$ cat src/rtl/mem_stage_ctrl.sv
// MEM-stage data-memory controller: alignment check, lane steering,
// wait/timeout handling and load extension into the WB registers.
module mem_stage_ctrl #(
    parameter int DW      = 32,
    parameter int CTRL_W  = 32,
    parameter int TIMEOUT = 15
) (
    input  logic              clk_cpu,
    input  logic              rst,
    input  logic              valid_m,
    input  logic [CTRL_W-1:0] ctrm,
    input  logic [DW-1:0]     y,
    input  logic [DW-1:0]     mdw,
    input  logic [31:0]       irm,
    input  logic              flush,
    input  logic [DW-1:0]     dm_rdata,
    input  logic              dm_ready,
    output logic              dm_req,
    output logic              dm_we,
    output logic [DW/8-1:0]   dm_be,
    output logic [DW-1:0]     dm_addr,
    output logic [DW-1:0]     dm_wdata,
    output logic [DW-1:0]     mdr,
    output logic [DW-1:0]     yw,
    output logic [31:0]       irw,
    output logic              valid_w,
    output logic              stall_m,
    output logic              misalign,
    output logic              timeout_err
);
    localparam int BW = DW / 8;
    localparam int OW = $clog2(BW);

    typedef enum logic {IDLE, ACCESS} state_t;
    state_t state, state_nxt;

    logic [7:0]    cnt;
    logic          flush_q;
    logic          st_q;
    logic          uns_q;
    logic [1:0]    sz_q;
    logic [OW-1:0] off_q;
    logic [BW-1:0] be_q;
    logic [DW-1:0] y_q;
    logic [31:0]   ir_q;

    logic          is_ld, is_st;
    logic          op_live, mem_op, aligned;
    logic [1:0]    sz;
    logic [OW-1:0] off;
    logic [BW-1:0] be_new;
    logic [DW-1:0] wdata_new;
    logic [DW-1:0] sh, ld_mask, ld_ext;
    logic          ld_sgn;
    logic          done, tmo;
    logic          unused_ctrl;

    assign unused_ctrl = ^{ctrm[CTRL_W-1:5], ctrm[0]};

    assign is_ld   = ctrm[1];
    assign is_st   = ctrm[2];
    assign op_live = valid_m && !flush;
    assign mem_op  = op_live && (is_ld || is_st);
    // A dword request on a 32-bit bus degrades to a full-word access
    assign sz      = (DW == 32 && ctrm[4:3] == 2'b11) ? 2'b10 : ctrm[4:3];
    assign off     = y[OW-1:0];

    always_comb begin
        aligned   = 1'b1;
        be_new    = '1;
        wdata_new = mdw;
        unique case (1'b1)
            sz == 2'b00: begin
                be_new    = BW'(1) << off;
                wdata_new = {BW{mdw[7:0]}};
            end
            sz == 2'b01: begin
                aligned   = ~y[0];
                be_new    = BW'(3) << off;
                wdata_new = {(DW/16){mdw[15:0]}};
            end
            sz == 2'b10: begin
                aligned   = (y[1:0] == 2'b00);
                be_new    = BW'(4'hF) << off;
                wdata_new = {(DW/32){mdw[31:0]}};
            end
            default: aligned = (y[2:0] == 3'b000);
        endcase
    end

    assign sh = dm_rdata >> {off_q, 3'b000};

    always_comb begin
        ld_mask = '1;
        ld_sgn  = 1'b0;
        unique case (1'b1)
            sz_q == 2'b00: begin
                ld_mask = DW'(8'hFF);
                ld_sgn  = sh[7];
            end
            sz_q == 2'b01: begin
                ld_mask = DW'(16'hFFFF);
                ld_sgn  = sh[15];
            end
            sz_q == 2'b10: begin
                ld_mask = DW'(32'hFFFF_FFFF);
                ld_sgn  = sh[31];
            end
            default: ;
        endcase
        ld_ext = (sh & ld_mask) | ({DW{ld_sgn & ~uns_q}} & ~ld_mask);
    end

    assign done = (state == ACCESS) && dm_ready;
    // Ready in the threshold cycle wins over the timeout
    assign tmo  = (state == ACCESS) && !dm_ready &&
                  (cnt == 8'(TIMEOUT - 1));

    always_comb begin
        state_nxt = state;
        stall_m   = 1'b0;
        dm_req    = 1'b0;
        dm_we     = 1'b0;
        dm_be     = '0;
        unique case (state)
            IDLE: begin
                stall_m = mem_op && aligned;
                if (mem_op && aligned)
                    state_nxt = ACCESS;
            end
            ACCESS: begin
                stall_m = !(done || tmo);
                dm_req  = 1'b1;
                dm_we   = st_q;
                dm_be   = be_q;
                if (done || tmo)
                    state_nxt = IDLE;
            end
            default: state_nxt = IDLE;
        endcase
    end

    always_ff @(posedge clk_cpu or posedge rst) begin
        if (rst)
            state <= IDLE;
        else
            state <= state_nxt;
    end

    always_ff @(posedge clk_cpu or posedge rst) begin
        if (rst) begin
            cnt         <= '0;
            flush_q     <= 1'b0;
            st_q        <= 1'b0;
            uns_q       <= 1'b0;
            sz_q        <= '0;
            off_q       <= '0;
            be_q        <= '0;
            y_q         <= '0;
            ir_q        <= '0;
            dm_addr     <= '0;
            dm_wdata    <= '0;
            mdr         <= '0;
            yw          <= '0;
            irw         <= '0;
            valid_w     <= 1'b0;
            misalign    <= 1'b0;
            timeout_err <= 1'b0;
        end else begin
            misalign    <= 1'b0;
            timeout_err <= 1'b0;
            unique case (state)
                IDLE: begin
                    valid_w <= 1'b0;
                    if (mem_op && !aligned) begin
                        misalign <= 1'b1;
                        mdr      <= '0;
                    end else if (mem_op) begin
                        dm_addr  <= {y[DW-1:OW], {OW{1'b0}}};
                        be_q     <= be_new;
                        dm_wdata <= wdata_new;
                        ir_q     <= irm;
                        y_q      <= y;
                        st_q     <= is_st;
                        uns_q    <= ctrm[5];
                        sz_q     <= sz;
                        off_q    <= off;
                        cnt      <= '0;
                        flush_q  <= 1'b0;
                    end else if (op_live) begin
                        yw      <= y;
                        irw     <= irm;
                        mdr     <= '0;
                        valid_w <= 1'b1;
                    end
                end
                ACCESS: begin
                    valid_w <= 1'b0;
                    if (done) begin
                        // A flushed access still finishes on the bus
                        if (!(flush_q || flush)) begin
                            valid_w <= 1'b1;
                            yw      <= y_q;
                            irw     <= ir_q;
                            mdr     <= st_q ? '0 : ld_ext;
                        end
                    end else if (tmo) begin
                        timeout_err <= 1'b1;
                        mdr         <= '0;
                    end else begin
                        cnt     <= cnt + 8'd1;
                        flush_q <= flush_q | flush;
                    end
                end
                default: ;
            endcase
        end
    end

endmodule

$ cat config.mk
export PLATFORM = sky130hd
export DESIGN_NAME = mem_stage_ctrl
export DESIGN_NICKNAME = d
export VERILOG_FILES = /design/src/rtl/mem_stage_ctrl.sv
export SDC_FILE = /design/constraint.sdc
export NUM_CORES = 1
export LEC_CHECK = 0
export ABC_AREA = 1
export CORE_MARGIN = 2
export CORE_UTILIZATION = 40
export DETAILED_ROUTE_END_ITERATION = 6
export GPL_ROUTABILITY_DRIVEN = 0
export PLACE_DENSITY = 0.7
export SETUP_SLACK_MARGIN = 0.15
export SKIP_CTS_REPAIR_TIMING = 1
export SYNTH_ARGS = -nofsm -noshare
export SYNTH_HDL_FRONTEND = slang
export SYNTH_SLANG_ARGS = --single-unit
$ cat constraint.sdc
create_clock -name clk_cpu -period 8 [get_ports clk_cpu]
set_clock_uncertainty 0.1 [all_clocks]
set_input_delay 1.6 -clock clk_cpu [delete_from_list [all_inputs] [get_ports clk_cpu]]
set_output_delay 1.6 -clock clk_cpu [all_outputs]
set_load 0.01 [all_outputs]
==> reports/summary.txt <==
DP HPWL: 18470 um
Clk network pwr share: 29.5%
Die H: 159.3 um
antenna-violating nets left: 0
FF+latch count, synth: 213
cell row count: 56
First-pass DRT Iterations: 5
switching power: 1.104 mW
max-slew violations: 0
Die Area: 0.02537 mm2
TNS Setup: 0 ns
core box area: 0.02354 mm2
Post-synth EDFFs: 0
WL per Instance: 15.75 um
CTS tree: yes
combinational share of power: 29.3%
run status: completed
post-synthesis sequential area ratio: 55.26%
fin util: 57.59%
vias per inst: 4.945
global-route wire length before repair: 46120 um
ys flop type: dfrtp_1
Yosys cell types: 37
CP Launch Type: input port
sequential share of power: 41.2%
critical path peak fanout: 56
CTS Buffer Depth: 3
DR iter-0 viols: 702
most frequent cells in the layout: nand2_1, clkdlybuf4s50_1, dfrtp_1
WP data required: 6.30 ns
WL final: 28340 um
IO Port Bufs: 305
Mapped Cells: 1203
Synth warnings: 0
cell-internal power: 2.480 mW
Tcrit/Tclk final: 75.20%
syn_area_per_cell: 8.018 um2
Buffers & Inverters on Critical Path: 2
DRC Markers: 0
Final #Nets: 1632
Fill cells: 2169
worst vdd ir: 0.0001778 V
gr usage total: 22.16%
Worst-Margin Slew: 1.093 ns
Lkg Pwr: 6.341 nW
layout cells sized above 1: 3.916%
PwrDens: 264.4 mW/mm2
Hold Crit Class: reg2reg
cells along the critical path: clkdlybuf4s50_1 -> nor2_8 -> nor2_2 -> nor2_2 -> nand2_4 -> nand2_2 -> clkdlybuf4s50_1
Async S/R FF share, synth: 100.0%
Area growth syn-to-layout: 40.56%
largest net degree at the start of global routing: 109
Clock transition at path regs: 0.06 ns
Crit path max-delay family: buffers and inverters
worst skew pair latency: 0.51 ns
most common cell after layout, fill and taps aside: nand2_1
Critical Path Sink Type: output pin
Hold Fails Final Rpt: 0
fin crit period: 6.016 ns
slowest cell on the critical path: clkdlybuf4s50_1
Synth Cell Area: 0.009646 mm2
switch share: 30.81%
critical path class: in2out
TritonCTS Buffers: 25
Die X-Extent: 159.3 um
antenna violations before repair: 0
initial core utilization: 40.97%
Rel. slew slack: 27.11%
DR vias: 8901
total congestion overflow: 0
max_cap viols: 0
IO Pins: 335
Clock Root Buffer: clkbuf_16
RSZ-0062 raised after global routing: no
vias in the first global route: 8519
Data arrival, critical path: 4.32 ns
clk sinks: 213
f_max: 0.1662 GHz
H-Tree Depth: 1
antenna cells: 0
# setup viols final: 0
Critical Path Max Stage Delay: 0.86 ns
sequential cells by signal, summed over array words and instances, names as in the netlist, 2 cells and up:
signal / cells
be_q: 4
cnt: 8
dm_wdata: 32
ir_q: 32
irw: 32
mdr: 32
sz_q: 2
y_q: 31
yw: 32
per-layer routing:
metal  routed length (um)  GRT usage (%)  up-vias
met4                 1093          7.810        0
met5                    0              0        -
met2                13110          35.18      291
met1                12580          30.86     4162
li1                     -              -     4388
met3                 1553          3.777       60
synthesized netlist by cell type, types with 6 or more instances:
library cell	number	area, um2
nand2_1	528	1982
dfrtp_1	213	5330
nor2_1	100	375.4
a31oi_1	69	431.7
o21ai_0	62	310.3
inv_1	38	142.6
nand3_1	38	190.2
clkbuf_1	35	131.4
buf_2	32	160.2
a21oi_1	25	125.1
o21ai_1	14	70.07
buf_4	8	60.06
o221ai_1	6	52.55
final cells by class:
| class | count | area [um2] | area share (%) |
|---|---|---|---|
| multi-input combinational | 871 | 3800 | 28.03 |
| clock inverter | 5 | 32.53 | 0.2399 |
| timing repair buffer | 312 | 3105 | 22.91 |
| sequential | 213 | 5331 | 39.32 |
| tap | 319 | 399.1 | 2.944 |
| inverter | 42 | 165.2 | 1.218 |
| clock buffer | 38 | 724.4 | 5.343 |
worst paths after layout:
check | startpoint | endpoint | slack, ns | cells after the start
setup / recovery | ctrm[4] | stall_m | 1.98 | 7
hold / removal | mdr[6] | mdr[6] | 0.38 | 2
setup reg to reg | state | yw[6] | 4.69 | 7
hold reg to reg | mdr[6] | mdr[6] | 0.38 | 2
max in group asynchronous | rst | state | 4.92 | 3
min in group asynchronous | rst | yw[2] | 1.45 | 2
through the flow:
step / area, um2 / power, mW / cells / setup WS (ns) / hold slack, ns
floorplan: 9649 / 1.956 / 1204 / 0.4774 / 0.3487
global placement: 12800 / 2.524 / 1757 / 2.027 / 0.3606
detailed placement: 12800 / 2.548 / 1757 / 1.992 / 0.3644
CTS: 13560 / 3.627 / 1800 / 1.982 / 0.3801
global route: 13560 / 3.802 / 1800 / 1.768 / 0.3923
finish: 13560 / 3.585 / 1800 / 1.984 / 0.3772
power groups by stage:
stage               combinational (mW)  sequential (mW)  clock, mW
global placement                  1.04             1.48          0
global route                      1.15             1.51       1.14
floorplan                        0.407             1.55          0
finish                            1.05             1.48       1.06
CTS                               1.06             1.48       1.09
detailed placement                1.06             1.49          0
logic make-up (layout without fill, tap and decap cells):
group	after synthesis	in the layout	synth area share (%)
AOI/OAI and AO/OA	185	185	11.03
other	1	2	0.03888
adders and majority gates	2	2	0.2594
buffers and inverters	120	397	5.552
xor gates and xnor gates	1	1	0.09082
DFF	213	213	55.26
and+or+nand+nor	681	681	27.77
tightest hold or removal path: stages, from the launching register on:
cell and delay [ns]:
dfrtp_1 0.34, nand2_1 0.05, nand2_1 0.06
(Power assumes the default switching activity.)
